[src/rtl/board_pkg.sv]
`default_nettype none
// +----------------------------------------------------------------------+
// | board_pkg : shared cell encodings, directions and FSM state codes    |
// |             for the board_engine move checker / placer.              |
// | Rev 1.0                                                              |
// +----------------------------------------------------------------------+
package board_pkg;

    localparam logic [1:0] CELL_EMPTY = 2'b00;
    localparam logic [1:0] CELL_A     = 2'b10;
    localparam logic [1:0] CELL_B     = 2'b11;

    typedef enum logic [2:0] {
        DIR_UP,
        DIR_UPRIGHT,
        DIR_RIGHT,
        DIR_DOWNRIGHT,
        DIR_DOWN,
        DIR_DOWNLEFT,
        DIR_LEFT,
        DIR_UPLEFT
    } dir_e;

    // Column/row deltas indexed by direction; "up" decreases the row.
    localparam logic signed [1:0] DIR_DX [8] = '{2'sb00, 2'sb01, 2'sb01, 2'sb01,
                                                 2'sb00, 2'sb11, 2'sb11, 2'sb11};
    localparam logic signed [1:0] DIR_DY [8] = '{2'sb11, 2'sb11, 2'sb00, 2'sb01,
                                                 2'sb01, 2'sb01, 2'sb00, 2'sb11};

    typedef logic [2:0] state_t;
    localparam state_t ST_IDLE  = 3'd0;
    localparam state_t ST_CHECK = 3'd1;
    localparam state_t ST_SCAN  = 3'd2;
    localparam state_t ST_WRITE = 3'd3;
    localparam state_t ST_DONE  = 3'd4;

    function automatic logic [2:0] lowest_set(input logic [7:0] m);
        lowest_set = 3'd0;
        for (int i = 7; i >= 0; i--) begin
            if (m[i]) lowest_set = 3'(i);
        end
    endfunction

endpackage
`default_nettype wire

[src/rtl/board_engine_if.sv]
`default_nettype none
// +----------------------------------------------------------------------+
// | board_engine_if : command, result, display and score signals of     |
// |                   board_engine.                                      |
// | Rev 1.0                                                              |
// +----------------------------------------------------------------------+
interface board_engine_if #(
    parameter int N  = 8,
    parameter int CW = $clog2(N)
);
    localparam int FW = $clog2(N * N);
    localparam int SW = FW + 1;

    logic          cmd_valid;
    logic          cmd_ready;
    logic          cmd_op;
    logic [CW-1:0] x;
    logic [CW-1:0] y;
    logic [1:0]    side;
    logic          done;
    logic          legal;
    logic [7:0]    dir;
    logic [FW-1:0] flip_count;
    logic [CW-1:0] rd_x;
    logic [CW-1:0] rd_y;
    logic [1:0]    rd_q;
    logic [SW-1:0] count_a;
    logic [SW-1:0] count_b;

    modport slave (
        input  cmd_valid, cmd_op, x, y, side, rd_x, rd_y,
        output cmd_ready, done, legal, dir, flip_count, rd_q, count_a, count_b
    );

    modport master (
        output cmd_valid, cmd_op, x, y, side, rd_x, rd_y,
        input  cmd_ready, done, legal, dir, flip_count, rd_q, count_a, count_b
    );

endinterface
`default_nettype wire

[src/rtl/board_stepper.sv]
`default_nettype none
// +----------------------------------------------------------------------+
// | board_stepper : combinational neighbour (x,y) + k*delta[d] with an  |
// |                 on-board flag.                                       |
// | Rev 1.0                                                              |
// +----------------------------------------------------------------------+
module board_stepper
    import board_pkg::*;
#(
    parameter int N  = 8,
    parameter int CW = $clog2(N)
) (
    input  logic [CW-1:0] x_i,
    input  logic [CW-1:0] y_i,
    input  logic [2:0]    d_i,
    input  logic [CW-1:0] k_i,
    output logic [CW-1:0] nx_o,
    output logic [CW-1:0] ny_o,
    output logic          on_board_o
);

    localparam logic [CW+1:0] C_MAX = (CW+2)'(N - 1);

    // Two guard bits: a walk steps at most one cell past an edge, so the
    // sum never exceeds 2N-2 and a negative result always sets the top bit.
    function automatic logic [CW+1:0] offset(input logic [CW+1:0] base,
                                             input logic signed [1:0] delta,
                                             input logic [CW+1:0] k);
        if (delta == 2'sb01)      offset = base + k;
        else if (delta == 2'sb11) offset = base - k;
        else                      offset = base;
    endfunction

    logic [CW+1:0] w_k;
    logic [CW+1:0] w_sx;
    logic [CW+1:0] w_sy;

    assign w_k  = {2'b00, k_i};
    assign w_sx = offset({2'b00, x_i}, DIR_DX[d_i], w_k);
    assign w_sy = offset({2'b00, y_i}, DIR_DY[d_i], w_k);

    assign nx_o       = w_sx[CW-1:0];
    assign ny_o       = w_sy[CW-1:0];
    assign on_board_o = !w_sx[CW+1] && (w_sx <= C_MAX) &&
                        !w_sy[CW+1] && (w_sy <= C_MAX);

endmodule
`default_nettype wire

[src/rtl/board_engine.sv]
`default_nettype none
// +----------------------------------------------------------------------+
// | board_engine : flanking-move detector and disc placer for an NxN    |
// |                board. Optional score counters: BOARD_ENGINE_SCORE_EN |
// | Rev 1.0                                                              |
// +----------------------------------------------------------------------+
module board_engine
    import board_pkg::*;
#(
    parameter int N  = 8,
    parameter int CW = $clog2(N)
) (
    input  logic           clock,
    input  logic           resetn,
    board_engine_if.slave  bus
);

    localparam int            FW     = $clog2(N * N);
    localparam int            SW     = FW + 1;
    localparam int            NA     = 1 << (2 * CW);
    localparam int            H      = N / 2;
    localparam logic [CW-1:0] C_KMAX = CW'(N - 1);

    // Storage is addressed by {y,x}; entries outside NxN stay empty forever.
    function automatic logic [1:0] cell_init(input int i);
        int cx;
        int cy;
        cx = i % (1 << CW);
        cy = i >> CW;
        if ((cx == H - 1 && cy == H - 1) || (cx == H && cy == H)) cell_init = CELL_A;
        else if ((cx == H && cy == H - 1) || (cx == H - 1 && cy == H)) cell_init = CELL_B;
        else cell_init = CELL_EMPTY;
    endfunction

    logic [1:0]    board_q [NA];
    state_t        state_q, state_d;
    logic [CW-1:0] x_q, x_d, y_q, y_d, k_q, k_d;
    logic [1:0]    side_q, side_d;
    logic          op_q, op_d, legal_q, legal_d, wfirst_q, wfirst_d;
    logic [2:0]    didx_q, didx_d;
    logic [7:0]    scan_q, scan_d, dir_q, dir_d, wrem_q, wrem_d;
    logic [FW-1:0] flip_q, flip_d;

    logic [CW-1:0]   w_nx, w_ny;
    logic            w_on, w_end, w_pass, w_we;
    logic [1:0]      w_cell, w_tcell, w_opp;
    logic [7:0]      w_mask, w_rem;
    logic [2*CW-1:0] w_waddr;

    board_stepper #(.N(N), .CW(CW)) u_stepper (
        .x_i        (x_q),
        .y_i        (y_q),
        .d_i        (didx_q),
        .k_i        (k_q),
        .nx_o       (w_nx),
        .ny_o       (w_ny),
        .on_board_o (w_on)
    );

    assign w_cell  = board_q[{w_ny, w_nx}];
    assign w_tcell = board_q[{y_q, x_q}];
    assign w_opp   = {1'b1, ~side_q[0]};

    always_comb begin
        state_d  = state_q;
        x_d      = x_q;
        y_d      = y_q;
        side_d   = side_q;
        op_d     = op_q;
        didx_d   = didx_q;
        k_d      = k_q;
        scan_d   = scan_q;
        dir_d    = dir_q;
        legal_d  = legal_q;
        flip_d   = flip_q;
        wfirst_d = wfirst_q;
        wrem_d   = wrem_q;
        w_we     = 1'b0;
        w_waddr  = {w_ny, w_nx};
        w_end    = 1'b0;
        w_pass   = 1'b0;
        w_mask   = scan_q;
        w_rem    = wrem_q;
        case (state_q)
            ST_IDLE: begin
                if (bus.cmd_valid) begin
                    state_d = ST_CHECK;
                    x_d     = bus.x;
                    y_d     = bus.y;
                    side_d  = bus.side;
                    op_d    = bus.cmd_op;
                    flip_d  = '0;
                end
            end
            ST_CHECK: begin
                if (w_tcell[1]) begin
                    dir_d   = '0;
                    legal_d = 1'b0;
                    state_d = ST_DONE;
                end else begin
                    state_d = ST_SCAN;
                    didx_d  = 3'd0;
                    k_d     = CW'(1);
                    scan_d  = '0;
                end
            end
            ST_SCAN: begin
                if (!w_on || !w_cell[1]) begin
                    w_end = 1'b1;
                end else if (w_cell == side_q) begin
                    w_end  = 1'b1;
                    w_pass = (k_q != CW'(1));
                end else if (k_q == C_KMAX) begin
                    w_end = 1'b1;
                end
                w_mask = scan_q | (w_pass ? (8'd1 << didx_q) : 8'd0);
                if (w_end) begin
                    scan_d = w_mask;
                    k_d    = CW'(1);
                    didx_d = didx_q + 3'd1;
                    if (didx_q == 3'd7) begin
                        dir_d    = w_mask;
                        legal_d  = |w_mask;
                        wfirst_d = 1'b1;
                        wrem_d   = w_mask;
                        state_d  = (op_q && |w_mask) ? ST_WRITE : ST_DONE;
                    end
                end else begin
                    k_d = k_q + CW'(1);
                end
            end
            ST_WRITE: begin
                // The scan guarantees each set direction ends on an own disc.
                if (wfirst_q) begin
                    w_we     = 1'b1;
                    w_waddr  = {y_q, x_q};
                    wfirst_d = 1'b0;
                    didx_d   = lowest_set(wrem_q);
                    k_d      = CW'(1);
                end else if (w_on && w_cell == w_opp) begin
                    w_we   = 1'b1;
                    flip_d = flip_q + FW'(1);
                    k_d    = k_q + CW'(1);
                end else begin
                    w_rem  = wrem_q & ~(8'd1 << didx_q);
                    wrem_d = w_rem;
                    didx_d = lowest_set(w_rem);
                    k_d    = CW'(1);
                    if (w_rem == 8'd0) state_d = ST_DONE;
                end
            end
            ST_DONE: state_d = ST_IDLE;
            default: state_d = ST_IDLE;
        endcase
    end

    always_ff @(posedge clock) begin
        if (resetn) begin
            state_q  <= ST_IDLE;
            x_q      <= '0;
            y_q      <= '0;
            side_q   <= CELL_A;
            op_q     <= 1'b0;
            didx_q   <= 3'd0;
            k_q      <= CW'(1);
            scan_q   <= '0;
            dir_q    <= '0;
            legal_q  <= 1'b0;
            flip_q   <= '0;
            wfirst_q <= 1'b0;
            wrem_q   <= '0;
        end else begin
            state_q  <= state_d;
            x_q      <= x_d;
            y_q      <= y_d;
            side_q   <= side_d;
            op_q     <= op_d;
            didx_q   <= didx_d;
            k_q      <= k_d;
            scan_q   <= scan_d;
            dir_q    <= dir_d;
            legal_q  <= legal_d;
            flip_q   <= flip_d;
            wfirst_q <= wfirst_d;
            wrem_q   <= wrem_d;
        end
    end

    always_ff @(posedge clock) begin
        if (resetn) begin
            for (int i = 0; i < NA; i++) board_q[i] <= cell_init(i);
        end else if (w_we) begin
            board_q[w_waddr] <= side_q;
        end
    end

`ifdef BOARD_ENGINE_SCORE_EN
    logic [SW-1:0] cnt_a_q, cnt_b_q;

    // First write is the placed disc; later writes move a disc between sides.
    always_ff @(posedge clock) begin
        if (resetn) begin
            cnt_a_q <= SW'(2);
            cnt_b_q <= SW'(2);
        end else if (w_we) begin
            if (!side_q[0]) begin
                cnt_a_q <= cnt_a_q + SW'(1);
                if (!wfirst_q) cnt_b_q <= cnt_b_q - SW'(1);
            end else begin
                cnt_b_q <= cnt_b_q + SW'(1);
                if (!wfirst_q) cnt_a_q <= cnt_a_q - SW'(1);
            end
        end
    end

    assign bus.count_a = cnt_a_q;
    assign bus.count_b = cnt_b_q;
`else
    assign bus.count_a = '0;
    assign bus.count_b = '0;
`endif

    assign bus.cmd_ready  = (state_q == ST_IDLE);
    assign bus.done       = (state_q == ST_DONE);
    assign bus.legal      = legal_q;
    assign bus.dir        = dir_q;
    assign bus.flip_count = flip_q;
    assign bus.rd_q       = board_q[{bus.rd_y, bus.rd_x}];

endmodule
`default_nettype wire

[src/flat_wrapper.sv]
// flat-port wrapper written by rule: the top's interface ports become plain ports
module board_engine_flat import board_pkg::*;
#(
    parameter int N  = 8,
    parameter int CW = $clog2(N)
)
  (clock, resetn, bus_cmd_valid, bus_cmd_op, bus_x, bus_y, bus_side, bus_rd_x, bus_rd_y, bus_cmd_ready, bus_done, bus_legal, bus_dir, bus_flip_count, bus_rd_q, bus_count_a, bus_count_b);
  board_engine_if #(.N(N), .CW(CW)) bus_i ();
  input  logic clock;
  input  logic resetn;
  input wire logic [$bits(bus_i.cmd_valid)-1:0] bus_cmd_valid;
  input wire logic [$bits(bus_i.cmd_op)-1:0] bus_cmd_op;
  input wire logic [$bits(bus_i.x)-1:0] bus_x;
  input wire logic [$bits(bus_i.y)-1:0] bus_y;
  input wire logic [$bits(bus_i.side)-1:0] bus_side;
  input wire logic [$bits(bus_i.rd_x)-1:0] bus_rd_x;
  input wire logic [$bits(bus_i.rd_y)-1:0] bus_rd_y;
  output wire logic [$bits(bus_i.cmd_ready)-1:0] bus_cmd_ready;
  output wire logic [$bits(bus_i.done)-1:0] bus_done;
  output wire logic [$bits(bus_i.legal)-1:0] bus_legal;
  output wire logic [$bits(bus_i.dir)-1:0] bus_dir;
  output wire logic [$bits(bus_i.flip_count)-1:0] bus_flip_count;
  output wire logic [$bits(bus_i.rd_q)-1:0] bus_rd_q;
  output wire logic [$bits(bus_i.count_a)-1:0] bus_count_a;
  output wire logic [$bits(bus_i.count_b)-1:0] bus_count_b;
  assign bus_i.cmd_valid = bus_cmd_valid;
  assign bus_i.cmd_op = bus_cmd_op;
  assign bus_i.x = bus_x;
  assign bus_i.y = bus_y;
  assign bus_i.side = bus_side;
  assign bus_i.rd_x = bus_rd_x;
  assign bus_i.rd_y = bus_rd_y;
  assign bus_cmd_ready = bus_i.cmd_ready;
  assign bus_done = bus_i.done;
  assign bus_legal = bus_i.legal;
  assign bus_dir = bus_i.dir;
  assign bus_flip_count = bus_i.flip_count;
  assign bus_rd_q = bus_i.rd_q;
  assign bus_count_a = bus_i.count_a;
  assign bus_count_b = bus_i.count_b;
  board_engine #(.N(N), .CW(CW)) u_core (.clock(clock), .resetn(resetn), .bus(bus_i));
endmodule
[config.mk]
export PLATFORM = sky130hd
export DESIGN_NAME = board_engine_flat
export DESIGN_NICKNAME = d
export VERILOG_FILES = /design/src/rtl/board_pkg.sv /design/src/rtl/board_engine_if.sv /design/src/rtl/board_stepper.sv /design/src/rtl/board_engine.sv /design/src/flat_wrapper.sv
export SDC_FILE = /design/constraint.sdc
export NUM_CORES = 1
export LEC_CHECK = 0
export ABC_AREA = 1
export CAP_MARGIN = 20
export CORE_ASPECT_RATIO = 1.75
export CORE_MARGIN = 2
export CORE_UTILIZATION = 45
export DETAILED_ROUTE_END_ITERATION = 10
export GPL_TIMING_DRIVEN = 0
export PLACE_DENSITY_LB_ADDON = 0.12
export SYNTH_ARGS = -nofsm -noshare
export SYNTH_HDL_FRONTEND = slang
export SYNTH_SLANG_ARGS = --single-unit
[constraint.sdc]
create_clock -name clock -period 3.3 [get_ports clock]
set_clock_uncertainty 0.05 [all_clocks]
set_input_delay 0.66 -clock clock [delete_from_list [all_inputs] [get_ports clock]]
set_output_delay 0.66 -clock clock [all_outputs]
set_load 0.05 [all_outputs]
Yosys cells after proc, flatten, opt, wreduce, memory -nomap -nowiden
Memory sizes are Yosys's and may differ from the RTL's. A register that Yosys moved wholly into a read port is not among the register bits.
Cells that the tools add are included.
- multipliers: 0
- mux-type cells: 90
- add/subtract/negate cells: 7
- equal/unequal tests: 23
- bitwise gates (word level): 5
- reductions and logical operators: 27
- div/mod/pow operators: 0
- shift-type cells: 1
- order comparisons: 3
- operators by type and width (cell ; count):
    $mux 3 ; 32
    $mux 8 ; 8
    $mux 6 ; 8
    $pmux 8 s2 ; 3
    $mux 1 ; 21
    $mux 5 ; 4
    $pmux 3 s3 ; 2
    $mux 2 ; 8
    $pmux 3 s4 ; 1
    $pmux 6 s2 ; 1
    $reduce_and 4->1 ; 3
    $le 5x3->1 const B ; 2
    $ne 2x1->1 const B ; 5
    $eq 3x3->1 const B ; 3
    $add 3x3->4 ; 2
    $and 8x8->8 ; 1
    $logic_not 8->1 ; 1
    $ne 2x2->1 const B ; 4
    $not 8->8 ; 1
    $or 8x8->8 ; 1
    $reduce_or 8->1 ; 1
    $shl 1x3->8 const A ; 1
    $sub 3x3->4 ; 2
    $add 3x1->3 const B ; 2
    23 further kinds ; 39
- bits in writable memories: 128
- memories: 3
- bits in latches: 0
- output and inout bits: 33
- flip-flop bits (word level): 50
- bits in read-only memories: 32
- memory list (name ; words ; bits a word ; rd ports ; clocked after Yosys merged registers in ; write ports ; RTL line ; text):
    u_core.board_q ; 64 ; 2 ; 3 ; 1 ; 64 ; board_engine.sv:35 ; logic [1:0] board_q [NA];
    (name not given) ; 8 ; 2 ; 1 ; 0 ; 0 ; board_stepper.sv:40 ; assign w_sy = offset({2'b00, y_i}, DIR_DY[d_i], w_k);
    (name not given) ; 8 ; 2 ; 1 ; 0 ; 0 ; board_stepper.sv:39 ; assign w_sx = offset({2'b00, x_i}, DIR_DX[d_i], w_k);

Logic depth before layout (Yosys ltp)
- word-level depth: 23
- mapped depth: 30
- depth with buffers taken out: 29

Hierarchy
A second synthesis with hierarchy kept.
- cell total of the unflattened synthesis: 1619
- area, all modules: 11638.7 µm²
- modules (own cells, without submodules) (module ; times used ; area an instance (µm²) ; seq. area each (µm²) ; cells each):
    board_engine ; 1 ; 11114.4 ; 4964.8 ; 1539
    board_stepper ; 1 ; 524.3 ; 0.0 ; 80

Worst setup path after synthesis
Ideal clock, no wire load.
- path kind: reg2reg
- start point: register u_core.k_q[0]
- end point: memory u_core.board_q[13][0], enable pin
- data required time: 2.952 ns
- arrival: 3.235 ns
- setup time: 0.298 ns
- stages on the path, launching flop included: 26
- setup slack: -0.283 ns
- path buffers: 2
- cell sequence: dfxtp_1 > ha_1 > inv_1 > fa_1 > inv_1 > nand3_1 > nand2_1 > nor2_2 > buf_2 > nand2_1 > nand3_1 > nand3_1 > nand3_1 > nand2_1 > nand2_1 > nand2_1 > nand2_1 > nand2_2 > nor2_4 > o21ai_2 > nor2_4 > inv_2 > buf_6 > nor3_4 > nand2_2 > nand2_1
- RTL lines (what ; RTL line ; text):
    from (decl) ; board_engine.sv:37 ; logic [CW-1:0] x_q, x_d, y_q, y_d, k_q, k_d;
    from (signal assigned) ; board_engine.sv:179 ; k_q <= k_d;
    to (decl) ; board_engine.sv:35 ;

==> results.sh <==
export IMPL_drive_gt1_share_pct=23.6
export IMPL_pwr_share_clk_pct=18.7
export IMPL_rr_worst_depth=29
export IMPL_drt_wl_total_um=56300
export IMPL_arrival_ns=4.23
export IMPL_worstMarginPinSlew_ns=1.48
export IMPL_core_sq_mm=0.0265
export IMPL_hpwl_um=41800
export IMPL_end_kind="flip-flop"
export IMPL_final_cell_mix="nand2_1, nor2_1, inv_1"
export IMPL_max_freq_ghz=0.244
export IMPL_post_route_period_util_pct=124
export IMPL_worst_slack_ns=-0.801
export IMPL_top_usage_layer="met2"
export IMPL_drcViolationCount=0
export IMPL_pwr_share_seq_pct=24.1
export IMPL_status="finished, violations left"
export IMPL_die_h_um=220
export IMPL_ys_ff_latch=184
export IMPL_dieArea_sq_mm=0.0281
export IMPL_drtAntennaViolNets=0
export IMPL_n_fill_cell=2456
export IMPL_crit_path_max_fanout=5
export IMPL_finalCriticalPeriod_ns=4.10
export IMPL_cpMostUsedCell="nand2_2"
export IMPL_grt_pass1_wl_um=78400
export IMPL_ys_warn_count=0
export IMPL_hold_start="u_core.bus.dir[2]$_SDFFE_PP0P_"
export IMPL_yosysUniqueCellTypes=42
export IMPL_io_pins=51
export IMPL_viasPerCell=6.04
export IMPL_start_util_pct=45.4
export IMPL_overflow=0
export IMPL_cts_sinks=184
export IMPL_finalPower_mw=11.8
export IMPL_vias=13000
export IMPL_maxSlewHeadroom_pct=1.67
export IMPL_hold_depth=2
export IMPL_drv_cap=0
export IMPL_netlist_area_sq_mm=0.0120
export IMPL_hold_path_class="flip-flop to flip-flop"
export IMPL_clock_root_buffer="clkbuf_16"
export IMPL_syn_to_final_growth_pct=28.4
export IMPL_route_detailed_wl_per_inst_um=26.1
export IMPL_switchingPower_mw=6.06
export IMPL_p_sw_share_pct=51.4
export IMPL_pwr_share_comb_pct=57.2
export IMPL_cp_data_required_time_ns=3.43
export IMPL_path_class="flip-flop to flip-flop"
export IMPL_routabilityCongestion=1.06
export IMPL_setup_violations_final=298
export IMPL_insertion_delay_ns=0.48
export IMPL_final_nets=1867
export IMPL_yosys_area_top_type="edfxtp_1"
export IMPL_slowest_delay_ns=0.51
export IMPL_cts_max_level=4
export IMPL_drv_slew=0
export IMPL_drt_iter0_markers=1390
export IMPL_r2r_slack_ns=-0.80
export IMPL_holdPathEnd="u_core.bus.dir[2]$_SDFFE_PP0P_"
export IMPL_hold_buffers=0
export IMPL_postPlaceCellArea_sq_mm=0.0129
export IMPL_start_kind="flip-flop"
export IMPL_io_buffers=35
export IMPL_rsz0062_at_grt="yes"
export IMPL_synth_area_per_cell_sq_um=7.02
export IMPL_synth_top_area_share_pct=32.0
export IMPL_ys_seq_area_share_pct=41.3
export IMPL_grt_start_max_net_pins=20
export IMPL_dp_slack_ns=-1.85
export IMPL_clkTransAtPathRegs_ns=0.08
export IMPL_multi_input_area_sq_mm=0.00719
export IMPL_finalNonFillerCells=2158
export IMPL_dp_cells=2087
export IMPL_finalHoldViolations=0
export IMPL_grt_pass1_vias=12300
export IMPL_grtUsageTotal_pct=39.4
export IMPL_p_leak_nw=6.81
export IMPL_regArea_sq_mm=0.00498
export IMPL_die_x_um=128
export IMPL_grtUsageMet1_pct=38.0
export IMPL_layout_commonest_cell="nand2_1"
export IMPL_antenna_found_initial=0
export IMPL_grt_use_met3_pct=7.35
export IMPL_synthesis_instances=1714
export IMPL_gr_usage_met2_pct=69.5
export IMPL_p_int_mw=5.72
export IMPL_cp_slowest_cell="fa_1"
export IMPL_p_per_area_mw_per_mm2=763
export IMPL_synth_area_top_cells="edfxtp_1, nand2_1, dfxtp_1"
export IMPL_rr_startpoint="u_core.x_q[0]$_SDFFE_PP0P_"
export IMPL_violations="negative setup slack"
export IMPL_numCtsBuffers=17
export IMPL_ir_drop_mv=0.404
export IMPL_cts_tree="yes"
export IMPL_regToRegEndpoint="u_core.board_q[33][0]$_SDFFCE_PN0P_"
export IMPL_firstDrtPassIters=6
export IMPL_diodes=0
export IMPL_clk_path_buf_depth=2
export IMPL_stdcell_area_sq_mm=0.0154
export IMPL_num_rows=79
state kept, by name, indices dropped and copies added, names as in the netlist, named ones only:
signal and count:
u_core.board_q 128, u_core.bus.dir 8, u_core.scan_q 8, u_core.wrem_q 8, u_core.bus.flip_count 6, u_core.didx_q 3, u_core.k_q 3, u_core.state_q 3
u_core.x_q 3, u_core.y_q 3, u_core.side_q 2, u_core.bus.legal 1, u_core.op_q 1, u_core.wfirst_q 1
power by group through the flow:
| stage | Sequential [mW] | Combinational, mW | Clock, mW |
|---|---|---|---|
| 2_1_floorplan | 2.80 | 3.35 | 0 |
| 3_3_place_gp | 2.87 | 5.22 | 0 |
| 3_5_place_dp | 2.87 | 5.23 | 0 |
| 4_1_cts | 2.83 | 5.67 | 2.22 |
| 5_1_grt | 2.84 | 7.05 | 2.30 |
| 6_report | 2.84 | 6.73 | 2.21 |
through the flow:
stage	hold slack (ns)	util, %	setup TNS (ns)
after CTS	0.417	53.5	-162.49
after global routing	0.443	58.3	-225.44
final	0.418	58.3	-173.00
after detailed placement	0.407	48.8	-407.20
after global placement	0.404	48.8	-414.45
after floorplan	0.396	-	-8.57
synthesized netlist by cell type, drive strengths merged:
library cell,instances
nand2,540
nor2,246
inv,182
edfxtp,128
o21ai,116
a21oi,110
nand3,92
clkbuf,63
dfxtp,56
buf,38
a211oi,24
ha,24
nor3,22
o211ai,22
o221ai,9
a221oi,6
a31oi,6
o311ai,6
fa,4
o22ai,4
a32oi,3
nor3b,3
a32o,2
a41oi,1
clkinv,1
conb,1
nor4,1
o31ai,1
or2,1
xnor2,1
xor2,1
critical path, delay by kind of cell (launching register included):
kind            cells  cell delay (ns)
compound gates      1             0.08
fa+ha+maj           2             0.65
buf+inv             9             0.98
flops               1             0.37
simple gates       17             1.64
final cells by class:
class	count	share of cell area, %
multi-input cells	1259	46.6
flip-flops and latches	184	32.2
repair buffers	75	5.64
inverters	183	4.57
plain buffers	101	4.23
clock buffers	19	3.08
well taps	324	2.63
clock inverters	13	1.07
worst max-delay path by stage:
stage | start | endpoint
after floorplan | u_core.x_q[0]$_SDFFE_PP0P_ | u_core.board_q[37][0]$_SDFFCE_PN0P_
after global placement | u_core.k_q[1]$_SDFFE_PP0P_ | u_core.board_q[1][0]$_SDFFCE_PN0P_
after detailed placement | u_core.k_q[1]$_SDFFE_PP0P_ | u_core.board_q[12][1]$_SDFFCE_PN0P_
after CTS | u_core.x_q[0]$_SDFFE_PP0P_ | u_core.board_q[56][0]$_SDFFCE_PN0P_
after global routing | u_core.x_q[0]$_SDFFE_PP0P_ | u_core.board_q[33][0]$_SDFFCE_PN0P_
final | u_core.x_q[0]$_SDFFE_PP0P_ | u_core.board_q[33][0]$_SDFFCE_PN0P_
timing repair:
item | in CTS | in global routing
endpoints found under the setup margin | 299 | 299
cloned | 1 | 2
pin swaps | 14 | 35
resized for setup | 119 | 309
endpoints found under the hold margin | 0 | 0
buffers inserted | 21 | 16
metal layers:
layer  share of wire [%]  up-vias
met4                  12        0
met5                   0        -
met1                  31     6058
met2                  50      842
met3                 7.8      337
li1                    -     5808
logic make-up after synthesis:
group / after synthesis / synth area share [%]
compound gates: 310 / 14.9
xor+xnor: 2 / 0.146
fa+ha+maj: 28 / 3.16
buf+inv: 284 / 9.80
flops: 184 / 41.3
other cells: 1 / 0.0312
simple gates: 905 / 30.6
Power figures use the tool's default switching activity.
